**config.mk**
```make
export PLATFORM = sky130hd
export DESIGN_NAME = dmem_axi_master
export DESIGN_NICKNAME = d
export VERILOG_FILES = /design/src/rtl/AXI_define.sv /design/src/rtl/axi_wr_issue.sv /design/src/rtl/dmem_axi_master.sv
export SDC_FILE = /design/constraint.sdc
export NUM_CORES = 1
export LEC_CHECK = 0
export ABC_AREA = 1
export ABC_CLOCK_PERIOD_IN_PS = 3300
export BUFFER_PORTS_ARGS = -buffer_cell sky130_fd_sc_hd__buf_2
export CORE_MARGIN = 4
export CORE_UTILIZATION = 47
export CTS_CLUSTER_SIZE = 10
export DETAILED_ROUTE_END_ITERATION = 10
export PLACE_DENSITY = 0.86
export SETUP_SLACK_MARGIN = 0.5
export SYNTH_ARGS = -nofsm -noshare
export SYNTH_HDL_FRONTEND = slang
export SYNTH_SLANG_ARGS = --single-unit
```
**constraint.sdc**
```tcl
create_clock -name ACLK -period 3.3 [get_ports ACLK]
set_input_delay 0.33 -clock ACLK [delete_from_list [all_inputs] [get_ports ACLK]]
set_output_delay 0.33 -clock ACLK [all_outputs]
set_load 0.01 [all_outputs]
```
**src/rtl/AXI_define.sv**
```systemverilog
// Shared AXI4 widths, encodings and the fixed single-beat attributes used by the
// data-memory bridge, plus its FSM state type.
package AXI_define;

  localparam int XLEN          = 32;
  localparam int AXI_ID_BITS   = 4;
  localparam int AXI_ADDR_BITS = 32;
  localparam int AXI_DATA_BITS = 32;
  localparam int AXI_STRB_BITS = AXI_DATA_BITS / 8;
  localparam int AXI_LEN_BITS  = 4;
  localparam int AXI_SIZE_BITS = 3;

  localparam logic [1:0] AXI_RESP_OKAY   = 2'b00;
  localparam logic [1:0] AXI_RESP_EXOKAY = 2'b01;
  localparam logic [1:0] AXI_RESP_SLVERR = 2'b10;
  localparam logic [1:0] AXI_RESP_DECERR = 2'b11;

  localparam logic [1:0] AXI_BURST_FIXED = 2'b00;
  localparam logic [1:0] AXI_BURST_INCR  = 2'b01;
  localparam logic [1:0] AXI_BURST_WRAP  = 2'b10;

  // Every data-memory access is one 4-byte INCR beat.
  localparam logic [AXI_LEN_BITS-1:0]  DMEM_AXI_LEN   = '0;
  localparam logic [AXI_SIZE_BITS-1:0] DMEM_AXI_SIZE  = 3'd2;
  localparam logic [1:0]               DMEM_AXI_BURST = AXI_BURST_INCR;

  typedef enum logic [2:0] {
    ST_IDLE,
    ST_RD_REQ,
    ST_RD_RESP,
    ST_WR_REQ,
    ST_WR_RESP,
    ST_DONE
  } dmem_axi_state_e;

  function automatic logic resp_bad(input logic [1:0] resp,
                                    input logic [AXI_ID_BITS-1:0] id,
                                    input logic [AXI_ID_BITS-1:0] exp_id);
    return (resp != AXI_RESP_OKAY) || (id != exp_id);
  endfunction

endpackage

```
**src/rtl/axi_wr_issue.sv**
```systemverilog
// AW/W dual-valid tracker: raises both VALIDs on start, drops each after its own
// handshake and pulses both_done in the cycle the later (or joint) handshake lands.
module axi_wr_issue (
  input  logic ACLK,
  input  logic ARESETn,
  input  logic start,
  input  logic AWREADY,
  input  logic WREADY,
  output logic AWVALID,
  output logic WVALID,
  output logic both_done
);

  logic busy;
  logic aw_done;
  logic w_done;
  logic aw_ok;
  logic w_ok;

  assign aw_ok     = aw_done | (AWVALID & AWREADY);
  assign w_ok      = w_done  | (WVALID & WREADY);
  assign both_done = busy & aw_ok & w_ok;

  always_ff @(posedge ACLK or negedge ARESETn) begin
    if (!ARESETn) begin
      busy    <= 1'b0;
      AWVALID <= 1'b0;
      WVALID  <= 1'b0;
      aw_done <= 1'b0;
      w_done  <= 1'b0;
    end else if (start) begin
      busy    <= 1'b1;
      AWVALID <= 1'b1;
      WVALID  <= 1'b1;
      aw_done <= 1'b0;
      w_done  <= 1'b0;
    end else if (both_done) begin
      busy    <= 1'b0;
      AWVALID <= 1'b0;
      WVALID  <= 1'b0;
      aw_done <= 1'b0;
      w_done  <= 1'b0;
    end else begin
      if (AWVALID && AWREADY) begin
        AWVALID <= 1'b0;
        aw_done <= 1'b1;
      end
      if (WVALID && WREADY) begin
        WVALID <= 1'b0;
        w_done <= 1'b1;
      end
    end
  end

endmodule

```
**src/rtl/dmem_axi_master.sv**
```systemverilog
// MEM-stage data port to AXI master bridge: one single-beat AXI transaction per
// load/store, stalling the core until completion. Optional DMEM_AXI_RESP_CHECK_EN.
module dmem_axi_master
  import AXI_define::*;
#(
  parameter logic [AXI_ID_BITS-1:0] M_ID = 1
) (
  input  logic                     ACLK,
  input  logic                     ARESETn,
  input  logic [XLEN-1:0]          dmem_addr,
  input  logic                     dmem_wen,
  input  logic [AXI_STRB_BITS-1:0] dmem_wstrb,
  input  logic [XLEN-1:0]          dmem_wdata,
  input  logic                     dmem_ren,
  output logic [XLEN-1:0]          dmem_rdata,
  output logic                     stall_o,
  output logic [AXI_ID_BITS-1:0]   ARID,
  output logic [AXI_ADDR_BITS-1:0] ARADDR,
  output logic [AXI_LEN_BITS-1:0]  ARLEN,
  output logic [AXI_SIZE_BITS-1:0] ARSIZE,
  output logic [1:0]               ARBURST,
  output logic                     ARVALID,
  input  logic                     ARREADY,
  input  logic [AXI_ID_BITS-1:0]   RID,
  input  logic [AXI_DATA_BITS-1:0] RDATA,
  input  logic [1:0]               RRESP,
  input  logic                     RLAST,
  input  logic                     RVALID,
  output logic                     RREADY,
  output logic [AXI_ID_BITS-1:0]   AWID,
  output logic [AXI_ADDR_BITS-1:0] AWADDR,
  output logic [AXI_LEN_BITS-1:0]  AWLEN,
  output logic [AXI_SIZE_BITS-1:0] AWSIZE,
  output logic [1:0]               AWBURST,
  output logic                     AWVALID,
  input  logic                     AWREADY,
  output logic [AXI_DATA_BITS-1:0] WDATA,
  output logic [AXI_STRB_BITS-1:0] WSTRB,
  output logic                     WLAST,
  output logic                     WVALID,
  input  logic                     WREADY,
  input  logic [AXI_ID_BITS-1:0]   BID,
  input  logic [1:0]               BRESP,
  input  logic                     BVALID,
  output logic                     BREADY
`ifdef DMEM_AXI_RESP_CHECK_EN
  ,
  output logic                     resp_err_o
`endif
);

  dmem_axi_state_e          state;
  logic [XLEN-1:0]          addr_q;
  logic [XLEN-1:0]          wdata_q;
  logic [AXI_STRB_BITS-1:0] wstrb_q;
  logic                     wr_start;
  logic                     wr_both_done;
  logic                     unused_resp;

  assign ARID    = M_ID;
  assign ARADDR  = addr_q;
  assign ARLEN   = DMEM_AXI_LEN;
  assign ARSIZE  = DMEM_AXI_SIZE;
  assign ARBURST = DMEM_AXI_BURST;

  assign AWID    = M_ID;
  assign AWADDR  = addr_q;
  assign AWLEN   = DMEM_AXI_LEN;
  assign AWSIZE  = DMEM_AXI_SIZE;
  assign AWBURST = DMEM_AXI_BURST;

  assign WDATA   = wdata_q;
  assign WSTRB   = wstrb_q;
  assign WLAST   = 1'b1;

  // Combinational so the core stalls in the very cycle it presents the request.
  assign stall_o = ((state == ST_IDLE) & (dmem_ren | dmem_wen)) |
                   ((state != ST_IDLE) & (state != ST_DONE));

  assign wr_start = (state == ST_IDLE) & dmem_wen;

  axi_wr_issue u_wr_issue (
    .ACLK      (ACLK),
    .ARESETn   (ARESETn),
    .start     (wr_start),
    .AWREADY   (AWREADY),
    .WREADY    (WREADY),
    .AWVALID   (AWVALID),
    .WVALID    (WVALID),
    .both_done (wr_both_done)
  );

  always_ff @(posedge ACLK or negedge ARESETn) begin
    if (!ARESETn) begin
      state      <= ST_IDLE;
      ARVALID    <= 1'b0;
      RREADY     <= 1'b0;
      BREADY     <= 1'b0;
      addr_q     <= '0;
      wdata_q    <= '0;
      wstrb_q    <= '0;
      dmem_rdata <= '0;
    end else begin
      case (state)
        ST_IDLE: begin
          // A store wins when both requests are (illegally) raised together.
          if (dmem_wen) begin
            addr_q  <= dmem_addr;
            wdata_q <= dmem_wdata;
            wstrb_q <= dmem_wstrb;
            state   <= ST_WR_REQ;
          end else if (dmem_ren) begin
            addr_q  <= dmem_addr;
            wdata_q <= dmem_wdata;
            wstrb_q <= dmem_wstrb;
            ARVALID <= 1'b1;
            state   <= ST_RD_REQ;
          end
        end
        ST_RD_REQ: begin
          if (ARREADY) begin
            ARVALID <= 1'b0;
            RREADY  <= 1'b1;
            state   <= ST_RD_RESP;
          end
        end
        ST_RD_RESP: begin
          if (RVALID) begin
            RREADY     <= 1'b0;
            dmem_rdata <= RDATA;
            state      <= ST_DONE;
          end
        end
        ST_WR_REQ: begin
          if (wr_both_done) begin
            BREADY <= 1'b1;
            state  <= ST_WR_RESP;
          end
        end
        ST_WR_RESP: begin
          if (BVALID) begin
            BREADY <= 1'b0;
            state  <= ST_DONE;
          end
        end
        // One unstalled cycle lets the pipeline retire the still-present request.
        ST_DONE: state <= ST_IDLE;
        default: state <= ST_IDLE;
      endcase
    end
  end

`ifdef DMEM_AXI_RESP_CHECK_EN
  assign unused_resp = RLAST;

  always_ff @(posedge ACLK or negedge ARESETn) begin
    if (!ARESETn) begin
      resp_err_o <= 1'b0;
    end else if ((RVALID & RREADY & resp_bad(RRESP, RID, M_ID)) |
                 (BVALID & BREADY & resp_bad(BRESP, BID, M_ID))) begin
      resp_err_o <= 1'b1;
    end
  end
`else
  assign unused_resp = ^{RID, RRESP, RLAST, BID, BRESP};
`endif

endmodule
```
After elaboration in Yosys (flattened, before gate mapping) --
Cells that the tools add are included.
Storage, ports and cells: word-level logic and storage cells 90, flip-flop bits (word level) 111, output and inout bits 165
Cells by class: eq/ne operators 12, reduce and logical (&&, ||, !) cells 17, multiplexer cells 37, bitwise gates (word level) 11
Operators by type and width (number):
- $mux 32 | 4
- $mux 1 | 21
- $mux 3 | 6
- $pmux 3 s5 | 1
- $ne 2x2->1 const B | 5
- $reduce_bool 2->1 | 5
- $reduce_bool 3->1 | 3
- $mux 4 | 2
- $and 1x1->1 | 7
- $eq 3x2->1 const B | 2
- $ne 3x3->1 const B | 2
- $pmux 1 s2 | 3
- $reduce_and 3->1 | 2
- $reduce_and 5->1 | 1
- $or 1x1->1 | 4
- $reduce_and 2->1 | 2
- $reduce_and 4->1 | 1
- $eq 3x1->1 const B | 1
- $eq 3x3->1 const B | 1
- $logic_not 3->1 | 1
- $logic_and 1x1->1 | 2
- $ne 2x1->1 const B | 1

Logic depth before layout (Yosys ltp) --
Gate-level depths: netlist of run 1.
depth in word-level cells 6, mapped depth 9, depth with buffers taken out 8

Cells and area by module --
Synthesis of run 1 repeated with hierarchy kept, for this count alone.
Second synthesis, totals: cells, all modules 583, area, all modules 4981.0 µm²
By module, submodules not included:
- dmem_axi_master | area each 4748.3 µm², cells each 553, instances 1
- axi_wr_issue | area each 232.7 µm², cells each 30, instances 1

Worst setup path after synthesis of run 1 --
OpenSTA, ideal clock, no wires.
path type reg2out, start point register state[1], end point output port stall_o, buffers on the path 2, path slack 1.891 ns, arrival 1.079 ns, cell stages (with the launch flop) 7, required time 2.970 ns, cells stage by stage dfrtp_1 > buf_2 > inv_2 > nand2_2 > nor2_8 > buf_2 > a21oi_1
On the way: word-level cells in the longest chain between the ends 3, elaborated cells on any way between the ends 6
Ends and longest elaborated chain:
- from (decl) | line dmem_axi_master.sv:52 | dmem_axi_state_e state;
- from (signal assigned) | line dmem_axi_master.sv:95 | state <= ST_IDLE;
- from (signal assigned) | line dmem_axi_master.sv:111 | state <= ST_WR_REQ;
- from (signal assigned) | line dmem_axi_master.sv:117 | state <= ST_RD_REQ;
- $ne 3x3->1, or another cell as far along | line dmem_axi_master.sv:78 | ((state != ST_IDLE) & (state != ST_DONE));
- $and 1x1->1 (on tied branches) | line dmem_axi_master.sv:78, dmem_axi_master.sv:77
- $or 1x1->1 (*) | line dmem_axi_master.sv:77 | assign stall_o = ((state == ST_IDLE) & (dmem_ren | dmem_wen)) |
- to (decl) | line dmem_axi_master.sv:16 | output logic stall_o,
Mark *: on every way between the ends. The rest lies on a longest branch, timed or not.

Worst setup path after layout of run 1 --
Same ends and word-level chain as after synthesis.

==> flow_metrics.py, run 1 <==
metrics = {
    "yosys": {
        "yosys_warnings": 0,
        "synth_top_area_share_pct": 55.98,
        "synth_area_leaders": "dfrtp_1 56%, nand2_1 12%, buf_4 9.4%, nand3_1 7.8%, mux2_2 5.9%",
        "netlist_area_sq_mm": 0.004962,
        "synth_area_per_cell_sq_um": 9.749,
        "yosysTopAreaCell": "dfrtp_1",
        "yosysSeqAreaShare_pct": 55.98,
        "postSynthCellCount": 509,
        "synth-seq-cells": 111,
        "yosysUniqueCellTypes": 21,
    },
    "power_and_ir_drop": {
        "pwr_density_cell_mw_per_mm2": 982.9,
        "ir_drop_mv": 0.4042,
        "clkPwrFrac_pct": 12.7,
        "p_leak_nw": 3.530,
        "p_comb_share_pct": 46.1,
        "swShare_pct": 42.40,
        "p_seq_share_pct": 41.2,
        "internal_power_mw": 3.435,
        "p_sw_mw": 2.529,
    },
    "critical_path": {
        "worstSetupEndpointType": "output port",
        "rr_worst_depth": 7,
        "r2r-start": "state[1]",
        "worstSetupStartpointType": "register",
        "r2r_slack_ns": 1.03,
        "crit_type": "register to output port",
        "cp.arrival_ns": 2.21,
        "cp_max_fo": 43,
        "required_ns": 2.97,
        "worstReg2RegEnd": "WDATA[2]",
    },
    "routing": {
        "routed_wl_mm": 12.33,
        "dr.pass1.iters": 4,
        "drc": 0,
        "wl_per_cell_microns": 14.47,
        "ant_nets": 0,
        "via_per_inst": 4.776,
        "num_vias": 4069,
        "drt_iter0_markers": 301,
    },
    "placed_design": {
        "dp.final_hpwl_mm": 9.167,
        "port-buffer-count": 246,
        "gp_congestion": 0.8047,
        "dp_cells": 836,
    },
    "cts": {
        "cts_resized": 0,
        "root_buffer": "clkbuf_8",
        "h-tree-depth": 3,
        "clock_path_buffers": 2,
        "clk_pin_slew_ns": 0.12,
        "clock_sinks": 111,
        "clkLatencyLatePin_ns": 0.37,
        "cts_buffers": 9,
        "cts_tree": "done",
        "cts_hold_buffers": 0,
        "cts_setup_buffers": 0,
    },
    "cells_and_area": {
        "stdcell_count": 852,
        "syn2layout_area_growth_pct": 22.26,
        "drive_above_1_share_pct": 42.18,
        "n_fill_cell": 920,
        "nets": 833,
        "diodes": 0,
        "finish.utilization_pct": 58.77,
    },
    "die": {
        "die_height_microns": 110.8,
        "core_sq_mm": 0.01032,
        "initial_core_util_pct": 48.07,
        "dieArea_sq_mm": 0.01227,
        "die_w_microns": 110.8,
        "rows": 37,
        "ios": 287,
    },
    "global_route": {
        "grt_pass1_vias": 3926,
        "antenna_found_initial": 0,
        "grt_usage_pct": 19.67,
        "grt_max_degree": 69,
        "overflow": 0,
        "grt_pass1_wl_mm": 19.82,
    },
    "timing": {
        "maxSlewViolCount": 0,
        "fin_crit_ns": 2.544,
        "finalHoldViolations": 0,
        "tightest_slew_ns": 0.7833,
        "fin_crit_sh_pct": 77.09,
        "worst_clock_skew_ns": 0.01653,
        "finalSetupViolations": 0,
        "maxSlewHeadroom_pct": 47.78,
        "rsz0062_at_grt": "no",
        "fin_tns_setup_ns": 0,
        "fmax_ghz": 0.3931,
    },
    "min_path": {
        "hold_class": "input port to async pin",
    },
    "run_status": {
        "outcome": "finished, final reports clean",
    },
    "job": {
        "cap_violations": 0,
    },
}
==> sequential cells by signal, summed over array words and instances (netlist names) <==
name                cells
dmem_rdata             32
RREADY                  1
ARADDR                 32
BREADY                  1
u_wr_issue.WVALID       1
u_wr_issue.AWVALID      1
WSTRB                   4
u_wr_issue.w_done       1
WDATA                  32
u_wr_issue.busy         1
state                   3
ARVALID                 1
u_wr_issue.aw_done      1
==> per-stage QoR <==
| stage | setup WS (ns) | total power [mW] | area (sq um) | hold slack, ns |
|---|---|---|---|---|
| finish | 0.7560 | 5.963 | 6067 | 0.02724 |
| global placement | 1.082 | 5.157 | 5889 | 0.4492 |
| CTS | 0.7423 | 6.035 | 6067 | 0.04794 |
| global route | 0.6073 | 6.448 | 6067 | 0.07716 |
| floorplan | 1.891 | 4.372 | 5056 | 0.03441 |
| detailed placement | 1.055 | 5.280 | 5889 | 0.4528 |
==> power by group through the flow <==
stage | logic, mW | clock network [mW] | registers (mW)
after floorplan | 1.66 | 0 | 2.71
after global placement | 2.71 | 0 | 2.45
after global routing | 3.04 | 0.845 | 2.56
after CTS | 2.80 | 0.774 | 2.46
after detailed placement | 2.80 | 0 | 2.48
final | 2.75 | 0.759 | 2.46
==> cell type report <==
cell class	instances	area, sq um	share of cell area, %
clock buffer	9	123.9	2.042
multi-input combinational	321	1603	26.42
tap	136	170.2	2.805
inverter	16	60.06	0.9899
timing repair buffer	252	1279	21.08
sequential	111	2778	45.78
clock inverter	7	53.80	0.8868
==> cells by family after synthesis <==
family / after synthesis / share of synthesized area, %
other cells: 2 / 0.1513
compound gates: 9 / 0.9077
simple gates: 253 / 22.09
buf+inv: 102 / 13.62
flops: 111 / 55.98
mux: 32 / 7.262
==> worst max-delay path, cell delays in order, from the launching register on <==
cell	delay (ns)
dfrtp_1	0.52
inv_2	0.13
nand2_2	0.10
nor2_8	0.34
buf_4	0.46
a21oi_1	0.11
buf_2	0.17
==> per-layer routing <==
metal  routed length, microns  track usage, %
met3                      951           5.076
met5                        0               0
met1                     4789           23.86
met2                     6424           35.19
met4                      159           4.351
==> placed cells by master, fill, tap and decap left out, types with 2 or more instances in the layout <==
master        n
clkbuf_8      9
inv_6         2
nor3_1        2
nand4_1       2
inv_2         3
buf_2       245
nand3_1      77
a21oi_1       4
dfrtp_1     111
o21ai_0       5
buf_4         7
nand2_1     162
clkinvlp_4    2
mux2_1        6
mux2_2       26
nand2_2       2
inv_1        13
nor2_1        5
clkinv_2      2
conb_1       27
==> how the worst max path moves through the flow <==
stage	depth (start not counted)	slack, ns	from	endpoint
2_1_floorplan	6	1.89	state[1]	stall_o
3_3_place_gp	7	1.08	state[1]	WSTRB[0]
3_5_place_dp	7	1.05	state[1]	WDATA[2]
4_1_cts	6	0.74	state[1]	stall_o
5_1_grt	6	0.61	state[1]	stall_o
6_report	6	0.76	state[1]	stall_o
==> synth_stat cells <==
cell type,count
nand2_1,162
dfrtp_1,111
nand3_1,77
buf_4,62
mux2_2,26
inv_1,13
buf_2,12
buf_6,6
clkbuf_1,6
mux2_1,6
nor2_1,5
o21ai_0,5
a21oi_1,4
inv_2,3
conb_1,2
nand2_2,2
nand4_1,2
nor3_1,2
nand3_4,1
nor2_4,1
nor2_8,1
Power figures use the tool's default switching activity.
==> run 2, diff against run 1 <==
--- a/config.mk
+++ b/config.mk
@@ -6,13 +6,13 @@
 export NUM_CORES = 1
 export LEC_CHECK = 0
 export ABC_AREA = 1
-export ABC_CLOCK_PERIOD_IN_PS = 3300
+export ABC_CLOCK_PERIOD_IN_PS = 2600
 export BUFFER_PORTS_ARGS = -buffer_cell sky130_fd_sc_hd__buf_2
 export CORE_MARGIN = 4
-export CORE_UTILIZATION = 47
+export CORE_UTILIZATION = 44
 export CTS_CLUSTER_SIZE = 10
 export DETAILED_ROUTE_END_ITERATION = 10
-export PLACE_DENSITY = 0.86
+export PLACE_DENSITY = 0.81
 export SETUP_SLACK_MARGIN = 0.5
 export SYNTH_ARGS = -nofsm -noshare
 export SYNTH_HDL_FRONTEND = slang
==> constraint.sdc (replaced) <==
create_clock -name ACLK -period 2.6 [get_ports ACLK]
set_input_delay 0.26 -clock ACLK [delete_from_list [all_inputs] [get_ports ACLK]]
set_output_delay 0.26 -clock ACLK [all_outputs]
set_load 0.01 [all_outputs]
==> flow_metrics.py, run 2 (synthesis gave the netlist of run 1 again) <==
metrics = {
    "timing": {
        "finalSetupViolations": 0,
        "maxSlewHeadroom_pct": 65.32,
        "fin_ws_ns": 0.7494,
        "whs_ns": 0.1346,
        "maxSlewViolCount": 0,
        "fmax_ghz": 0.5404,
        "fin_crit_sh_pct": 71.18,
        "tightest_slew_ns": 0.5202,
        "finalHoldViolations": 0,
        "rsz0062_at_grt": "no",
        "fin_crit_ns": 1.851,
        "worst_clock_skew_ns": 0.01284,
        "fin_tns_setup_ns": 0,
    },
    "global_route": {
        "grt_pass1_wl_mm": 19.60,
        "grt_max_degree": 53,
        "grt_pass1_vias": 3853,
        "antenna_found_initial": 0,
        "grt_usage_pct": 18.75,
        "overflow": 0,
    },
    "cts": {
        "cts_resized": 0,
        "clkLatencyLatePin_ns": 0.33,
        "clk_pin_slew_ns": 0.07,
        "clock_path_buffers": 2,
        "cts_setup_buffers": 0,
        "cts_tree": "done",
        "cts_buffers": 9,
        "h-tree-depth": 3,
        "clock_sinks": 111,
        "root_buffer": "clkbuf_16",
    },
    "min_path": {
        "worstHoldStart": "RDATA[31]",
        "holdPathEnd": "dmem_rdata[31]",
        "hold_depth": 2,
        "hold_class": "input port to register",
    },
    "routing": {
        "via_per_inst": 4.750,
        "dr.pass1.iters": 4,
        "drc": 0,
        "wl_per_cell_microns": 14.54,
        "drt_iter0_markers": 342,
        "num_vias": 4080,
        "routed_wl_mm": 12.49,
        "ant_nets": 0,
    },
    "die": {
        "rows": 38,
        "initial_core_util_pct": 45.38,
        "ios": 287,
        "die_w_microns": 114.2,
        "die_height_microns": 114.2,
        "core_sq_mm": 0.01094,
        "dieArea_sq_mm": 0.01304,
    },
    "critical_path": {
        "slowest_stage": "dfrtp_1",
        "r2r-start": "state[1]",
        "crit_type": "register to output port",
        "cp.arrival_ns": 1.59,
        "rr_worst_depth": 8,
        "required_ns": 2.34,
        "worstSetupStartpointType": "register",
        "slowest_delay_ns": 0.50,
        "cp_max_fo": 20,
        "worstSetupEndpointType": "output port",
        "worstPathCellList": "inv_2 > nand2_2 > nor2_8 > a21oi_1 > buf_2",
        "r2r_slack_ns": 0.82,
        "worstReg2RegEnd": "ARVALID",
    },
    "cells_and_area": {
        "nets": 836,
        "stdcell_count": 859,
        "drive_above_1_share_pct": 42.14,
        "diodes": 0,
        "n_fill_cell": 1013,
        "finish.utilization_pct": 56.85,
        "syn2layout_area_growth_pct": 25.29,
        "mostFrequentLayoutCells": "245 x buf_2, 162 x nand2_1, 111 x dfrtp_1",
        "layout_commonest_cell": "buf_2",
    },
    "power_and_ir_drop": {
        "ir_drop_mv": 0.5969,
        "pwr_density_cell_mw_per_mm2": 1279,
        "p_leak_nw": 3.596,
    },
    "placed_design": {
        "dp.final_hpwl_mm": 9.449,
        "placement.setup.worst_slack_ns": 0.8028,
        "dp_cells": 842,
        "port-buffer-count": 246,
        "gp_congestion": 0.7989,
    },
    "job": {
        "cap_violations": 0,
    },
    "run_status": {
        "outcome": "finished, final reports clean",
    },
}
==> run 2: changes by cell type in the layout (fill, tap and decap cells not counted), sizes merged <==
| cell | delta |
|---|---|
| buf | +2 |
| clkbuf | +2 |
| clkinv | +1 |
| clkinvlp | -1 |
| dlygate4sd3 | +1 |
| inv | -2 |
==> run 2: repair_timing <==
| action | 4_1_cts | 5_1_grt |
|---|---|---|
| hold buffers | 1 | 0 |
| endpoints found under the hold margin | 37 | 0 |
| endpoints found under the setup margin | 0 | 0 |
==> run 2: worst max path at each step <==
stage | start | slack (ns) | end | cells past startpoint
after floorplan | state[1] | 1.26 | stall_o | 6
after global placement | state[1] | 0.83 | ARVALID | 8
after detailed placement | state[1] | 0.80 | ARVALID | 8
after CTS | state[1] | 0.72 | stall_o | 5
after global routing | state[1] | 0.64 | stall_o | 5
final | state[1] | 0.75 | stall_o | 5
==> run 2: through the flow <==
stage          area (sq um)  power [mW]
5_1_grt                6217       8.598
3_3_place_gp           5922       6.600
2_1_floorplan          5056       5.550
4_1_cts                6217       8.079
3_5_place_dp           5922       6.742
6_report               6217       7.953
==> run 2: report_power, final <==
group	switching [mW]	internal (mW)	leakage, nW	total [mW]
registers	0.552	2.58	1.36	3.14
clock network	0.631	0.687	0.136	1.32
logic	2.06	1.44	2.10	3.50
total	3.25	4.71	3.60	7.95
==> run 2: final cells by class <==
type / instances / area [sq um] / share of cell area (%)
multi-input combinational: 321 / 1603 / 25.78
sequential: 111 / 2778 / 44.68
inverter: 16 / 60.06 / 0.9660
clock buffer: 11 / 242.7 / 3.904
tap: 140 / 175.2 / 2.817
clock inverter: 5 / 42.54 / 0.6842
timing repair buffer: 255 / 1316 / 21.17
==> run 2: critical path: cells and delay by family, from the launching register on <==
| kind | cells | cell delay [ns] |
|---|---|---|
| compound gates | 1 | 0.11 |
| flops | 1 | 0.50 |
| buf+inv | 2 | 0.27 |
| simple gates | 2 | 0.37 |
==> run 2: layer usage <==
layer | global-route usage (%) | wire (microns) | vias up
met5 | 0 | 0 | -
met4 | 4.434 | 120 | 0
met3 | 4.281 | 1055 | 11
met2 | 33.18 | 6401 | 184
met1 | 23.30 | 4916 | 1935
li1 | - | - | 1950
